$ cat config.mk
export PLATFORM = sky130hd
export DESIGN_NAME = display_ctrl
export DESIGN_NICKNAME = d
export VERILOG_FILES = /design/src/rtl/display_ctrl.sv
export SDC_FILE = /design/constraint.sdc
export NUM_CORES = 1
export LEC_CHECK = 0
export ABC_AREA = 0
export BUFFER_PORTS_ARGS = -buffer_cell sky130_fd_sc_hd__clkbuf_2
export CELL_PAD_IN_SITES_DETAIL_PLACEMENT = 1
export CELL_PAD_IN_SITES_GLOBAL_PLACEMENT = 2
export CORE_ASPECT_RATIO = 0.7
export CORE_UTILIZATION = 32
export CTS_BUF_LIST = sky130_fd_sc_hd__clkbuf_8
export DETAILED_ROUTE_END_ITERATION = 6
export PLACE_DENSITY_LB_ADDON = 0.1
export SYNTH_ARGS = -nofsm -noshare
export SYNTH_HDL_FRONTEND = slang
export SYNTH_SLANG_ARGS = --single-unit
$ cat constraint.sdc
create_clock -name clk -period 3.3 [get_ports clk]
set_clock_uncertainty 0.2 [all_clocks]
set_input_delay 0.99 -clock clk [delete_from_list [all_inputs] [get_ports clk]]
set_output_delay 0.99 -clock clk [all_outputs]
set_load 0.02 [all_outputs]
$ cat src/rtl/display_ctrl.sv
`default_nettype none
// +--------------------------------------------------------------------------+
// | display_ctrl                                                             |
// | Debug-word sequencer for the character LCD: steps an index, waits for   |
// | the datapath to settle, then snapshots an address/data pair.            |
// | Optional feature macro: DISPLAY_AUTOSCAN_EN (auto-scan timer).           |
// | Revision: 1.0                                                            |
// +--------------------------------------------------------------------------+
module display_ctrl #(
  parameter int SETTLE    = 2,
  parameter int REFRESH_W = 20,
  parameter int SCAN_W    = 26
) (
  input  logic         clk,
  input  logic         rst,
  input  logic         btn_next,
  input  logic         btn_prev,
  input  logic [1:0]   mode,
  input  logic         auto_en,
  input  logic         freeze,
  input  logic [127:0] dbg_data,
  output logic [7:0]   dbg_addr,
  output logic [7:0]   disp_addr,
  output logic [127:0] disp_data,
  output logic         busy
);

  typedef enum logic [1:0] {
    ST_WAIT    = 2'd0,
    ST_CAPTURE = 2'd1,
    ST_HOLD    = 2'd2
  } state_t;

  typedef enum logic [1:0] {
    EV_NONE = 2'd0,
    EV_NEXT = 2'd1,
    EV_PREV = 2'd2,
    EV_MODE = 2'd3
  } evt_t;

  localparam logic [3:0] c_settle_last = 4'(SETTLE - 1);

  state_t               r_state, w_state_nx;
  evt_t                 r_pend, w_pend_nx, w_evt, w_pend_cmb;
  logic [1:0]           r_pend_mode, w_pend_mode_nx, w_pend_mode_cmb;
  logic [4:0]           r_index, w_index_nx, w_step_index;
  logic [1:0]           r_mode_q, w_mode_nx, w_step_mode;
  logic [3:0]           r_settle, w_settle_nx;
  logic [REFRESH_W-1:0] r_refresh, w_refresh_nx;
  logic                 r_next_q, r_prev_q;
  logic                 w_next_edge, w_prev_edge, w_mode_chg, w_scan_evt;
  logic                 w_capture, w_scan_clr, w_scan_inc;
  logic [7:0]           r_disp_addr;
  logic [127:0]         r_disp_data;

  assign w_next_edge = btn_next & ~r_next_q;
  assign w_prev_edge = btn_prev & ~r_prev_q;
  assign w_mode_chg  = (mode != r_mode_q);

  assign dbg_addr  = {1'b0, r_mode_q, r_index};
  assign disp_addr = r_disp_addr;
  assign disp_data = r_disp_data;
  assign busy      = (r_state != ST_HOLD);

`ifdef DISPLAY_AUTOSCAN_EN
  logic [SCAN_W-1:0] r_scan;

  always_ff @(posedge clk or negedge rst) begin
    if (!rst) begin
      r_scan <= '0;
    end else if (w_scan_clr) begin
      r_scan <= '0;
    end else if (w_scan_inc) begin
      r_scan <= r_scan + SCAN_W'(1);
    end
  end

  assign w_scan_evt = (r_state == ST_HOLD) && auto_en && !freeze && (&r_scan);
`else
  localparam int c_unused_scan_w = SCAN_W;
  logic w_unused_scan;
  assign w_unused_scan = auto_en ^ w_scan_clr ^ w_scan_inc;
  assign w_scan_evt    = 1'b0;
`endif

  // Mode change beats buttons; simultaneous opposite edges cancel out.
  always_comb begin
    w_evt = EV_NONE;
    if (w_mode_chg) begin
      w_evt = EV_MODE;
    end else if (w_next_edge ^ w_prev_edge) begin
      w_evt = w_next_edge ? EV_NEXT : EV_PREV;
    end else if (w_scan_evt) begin
      w_evt = EV_NEXT;
    end
  end

  // Pending slot merged with this cycle's event; a pending mode change sticks.
  always_comb begin
    w_pend_cmb      = r_pend;
    w_pend_mode_cmb = r_pend_mode;
    if (w_evt == EV_MODE) begin
      w_pend_cmb      = EV_MODE;
      w_pend_mode_cmb = mode;
    end else if ((w_evt != EV_NONE) && (r_pend != EV_MODE)) begin
      w_pend_cmb = w_evt;
    end
  end

  always_comb begin
    w_step_index = r_index;
    w_step_mode  = r_mode_q;
    case (w_pend_cmb)
      EV_NEXT: w_step_index = r_index + 5'd1;
      EV_PREV: w_step_index = r_index - 5'd1;
      EV_MODE: begin
        w_step_index = 5'd0;
        w_step_mode  = w_pend_mode_cmb;
      end
      default: ;
    endcase
  end

  always_comb begin
    w_state_nx     = r_state;
    w_index_nx     = r_index;
    w_mode_nx      = r_mode_q;
    w_pend_nx      = r_pend;
    w_pend_mode_nx = r_pend_mode;
    w_settle_nx    = r_settle;
    w_refresh_nx   = r_refresh;
    w_capture      = 1'b0;
    w_scan_clr     = 1'b0;
    w_scan_inc     = 1'b0;
    case (r_state)
      ST_WAIT: begin
        w_pend_nx      = w_pend_cmb;
        w_pend_mode_nx = w_pend_mode_cmb;
        if (r_settle == c_settle_last) begin
          w_state_nx = ST_CAPTURE;
        end else begin
          w_settle_nx = r_settle + 4'd1;
        end
      end
      ST_CAPTURE: begin
        w_capture = 1'b1;
        if (w_pend_cmb != EV_NONE) begin
          w_index_nx  = w_step_index;
          w_mode_nx   = w_step_mode;
          w_pend_nx   = EV_NONE;
          w_settle_nx = 4'd0;
          w_scan_clr  = 1'b1;
          w_state_nx  = ST_WAIT;
        end else begin
          w_refresh_nx = '0;
          w_state_nx   = ST_HOLD;
        end
      end
      ST_HOLD: begin
        if (w_pend_cmb != EV_NONE) begin
          w_index_nx  = w_step_index;
          w_mode_nx   = w_step_mode;
          w_settle_nx = 4'd0;
          w_scan_clr  = 1'b1;
          w_state_nx  = ST_WAIT;
        end else if (!freeze) begin
          // Scan timer is cleared only by steps, so refresh snapshots do not restart it.
          w_scan_inc = 1'b1;
          if (&r_refresh) begin
            w_settle_nx = 4'd0;
            w_state_nx  = ST_WAIT;
          end else begin
            w_refresh_nx = r_refresh + REFRESH_W'(1);
          end
        end
      end
      default: w_state_nx = ST_WAIT;
    endcase
  end

  always_ff @(posedge clk or negedge rst) begin
    if (!rst) begin
      r_state     <= ST_WAIT;
      r_index     <= 5'd0;
      r_mode_q    <= 2'd0;
      r_pend      <= EV_NONE;
      r_pend_mode <= 2'd0;
      r_settle    <= 4'd0;
      r_refresh   <= '0;
      r_next_q    <= 1'b0;
      r_prev_q    <= 1'b0;
      r_disp_addr <= 8'd0;
      r_disp_data <= 128'd0;
    end else begin
      r_state     <= w_state_nx;
      r_index     <= w_index_nx;
      r_mode_q    <= w_mode_nx;
      r_pend      <= w_pend_nx;
      r_pend_mode <= w_pend_mode_nx;
      r_settle    <= w_settle_nx;
      r_refresh   <= w_refresh_nx;
      r_next_q    <= btn_next;
      r_prev_q    <= btn_prev;
      if (w_capture) begin
        r_disp_addr <= dbg_addr;
        r_disp_data <= dbg_data;
      end
    end
  end

endmodule
`default_nettype wire

==> qor.yml <==
status: "finished clean"
power.density_mw_per_mm2: 1025
cap_violations: 0
routed_wl_um: 19960
hp-class: "in2async"
cts.clk_slew.worst_paths_ps: 80
ys_dominant_reg_cell: "dfrtp_1"
clockBufferDepth: 2
met3WireLength_um: 1434
grt_usage_pct: 17.76
crit_path_frequent_cell: "or3_1"
crit_chain: "clkbuf_2, nor2b_1, nor3_1, o21ai_1, xnor2_1, ha_1, or3_1, or3_1, a211o_1, o21ai_0"
reg2reg_slack_ps: 720
setup_viol: 0
cp_slowest_cell: "or3_1"
vias_per_cell: 4.722
cts_made_buffers: 17
cts.htree.levels: 4
end_kind: "flip-flop"
synthTopCellsByArea: "dfrtp_1 (60%), mux2_2 (22%), o21ai_0 (1.6%), ha_1 (1.4%), or3_1 (1.3%)"
seq_area_frac_synth_pct: 60.48
max_freq_mhz: 352.4
highest_layer: "met4"
yosysTopAreaCellShare_pct: 60.48
r2r_end: "r_index[4]"
worst_ep_arrival_time_ps: 3010
ys_ff_latch: 174
routedWlPerCell_um: 17.90
dieWidth_um: 181.3
p_leak_nw: 4.565
final_layout_size_suffix_gt1_share_pct: 57.14
cp.required_ps: 3470
grt_pass1_vias: 5804
synth_edf_count: 0
finalHoldViolCount: 0
fill_cells: 2402
vias: 5265
dp.final_hpwl_um: 15090
gp_congestion: 0.7620
wl_met1_um: 8232
synth-async-reset-ratio_pct: 100.0
fin_crit_sh_pct: 85.98
antenna_found_initial: 0
route.detailed.drc: 0
worst_pin_slew_ps: 965.1
antenna_cells: 0
syn_area_mm2: 0.007199
ant_nets: 0
total_power_mw: 9.709
critPathMaxStageDelay_ps: 350
cts_setup_buffers: 0
core_area_mm2: 0.02185
cp-start-kind: "input pin"
nets: 964
synthCells: 529
dp_slack_ps: 1.100
syn2layout_area_growth_pct: 31.61
num_rows: 45
slew_violations: 0
io_pins: 281
cp-startpoint: "btn_next"
fin_util_pct: 43.37
placed_cell_area_mm2: 0.009002
io_buffers: 277
regToRegStartpoint: "r_mode_q[1]"
synth_most_common_cell: "dfrtp_1"
slew_headroom_pct: 35.66
fin_ws_ps: 462.5
grt_overflow: 0
drtIter0Drc: 179
synth_common_cells: "dfrtp_1 (174), mux2_2 (138), o21ai_0 (23), nor2_1 (21), nand2_1 (19)"
fp.dieH_um: 127.5
dr.pass1.iters: 4
synth_area_per_cell_um2: 13.61
setup_tns_ps: 0
cts_sinks: 174
placedCellCount: 1083
cp_max_fo: 4
wl_met2_um: 10030
r2r_cells: 9
cts_repair_resize_count: 0
synth.distinct_cells: 46
hold_slack_ps: 294.3
crit_type: "in2reg"
min_period_ps: 2837
grt_pass1_wl_um: 31710
grt_max_degree: 76
die_area_mm2: 0.02311
layout.cells.non_filler: 1115
cts_root_buf: "clkbuf_8"
endpoint: "r_index[4]"
ctsHoldBuffers: 0
initial_core_util_pct: 32.96
rsz0062_at_grt: "false"
cts_tree: "yes"
design_area_mm2: 0.009475
yosysWarnings: 0
yosys.area.top_type: "dfrtp_1"
ir_drop_mv: 0.5791
clock_latency_ps: 450
==> metal layers <==
metal	up-vias	GRT usage [%]
met1	2632	21.04
met2	169	30.45
met4	0	5.135
li1	2447	-
met3	17	6.300
met5	-	0
==> worst max-delay path, delay by kind of cell <==
kind | cells | cell delay (ps)
xor gates and xnor gates | 1 | 90
and+or+nand+nor | 4 | 1030
adders and majority gates | 1 | 190
buffers and inverters | 1 | 100
AOI/OAI and AO/OA | 3 | 600
==> power breakdown <==
part | switching (mW) | leakage [nW] | internal [mW]
combinational | 2.47 | 2.22 | 1.84
clock | 0.805 | 0.236 | 0.947
sequential | 0.574 | 2.11 | 3.07
==> flip-flops by register name, indices dropped and copies added, names as in the netlist <==
register / cells
r_next_q: 1
disp_data: 128
r_settle: 4
r_pend: 2
r_mode_q: 2
r_pend_mode: 2
r_state: 2
disp_addr: 7
r_index: 5
r_prev_q: 1
r_refresh: 20
==> cell usage in the layout, fill, tap and decap left out, types with 2 or more instances in the layout <==
master / netlist / final
and3_1: 8 / 8
and4_1: 2 / 2
or3_1: 15 / 15
inv_1: 12 / 12
a31oi_1: 2 / 2
nand4_1: 7 / 7
bufinv_16: 0 / 5
mux2_4: 2 / 2
nor3_1: 3 / 3
mux2_2: 138 / 138
a211o_1: 2 / 2
nand3_1: 13 / 13
dfrtp_1: 174 / 174
clkbuf_8: 0 / 19
ha_1: 8 / 7
mux2i_1: 4 / 4
xor2_1: 9 / 9
clkbuf_2: 0 / 276
nor2_1: 21 / 21
o21a_1: 2 / 2
nor2b_1: 2 / 2
a21oi_1: 15 / 15
clkinv_2: 0 / 2
clkinv_4: 0 / 4
nand2b_1: 3 / 3
buf_4: 3 / 16
o21ai_0: 23 / 23
o31ai_1: 2 / 2
conb_1: 1 / 2
nand2_1: 19 / 19
xnor2_1: 2 / 2
==> layout make-up <==
class	count	area (µm²)	share of cell area (%)
Sequential cell	174	4354	45.95
Multi-Input combinational cell	321	2718	28.68
Timing Repair Buffer	294	1533	16.18
Tap cell	282	352.8	3.724
Clock buffer	19	261.5	2.760
Clock inverter	13	211.5	2.232
Inverter	12	45.04	0.4754
==> worst min-delay path by stage <==
stage | startpoint | to | slack (ps) | depth (start not counted)
finish | rst | disp_data[82] | 290 | 1
global route | rst | disp_data[82] | 320 | 1
CTS | rst | disp_data[82] | 290 | 1
detailed placement | r_refresh[1] | r_refresh[1] | 290 | 2
global placement | disp_data[105] | disp_data[105] | 290 | 1
floorplan | r_refresh[1] | r_refresh[1] | 270 | 2
==> kinds of logic after synthesis <==
group           Yosys count  share of synthesized area (%)
other cells               1                        0.05209
buf+inv                  35                          1.998
compound gates           55                          4.692
xor+xnor                 11                          1.338
mux                     144                          22.56
flops                   174                          60.48
fa+ha+maj                 8                          1.390
simple gates            101                          7.491
No activity file was read; power rests on OpenSTA's default activity.
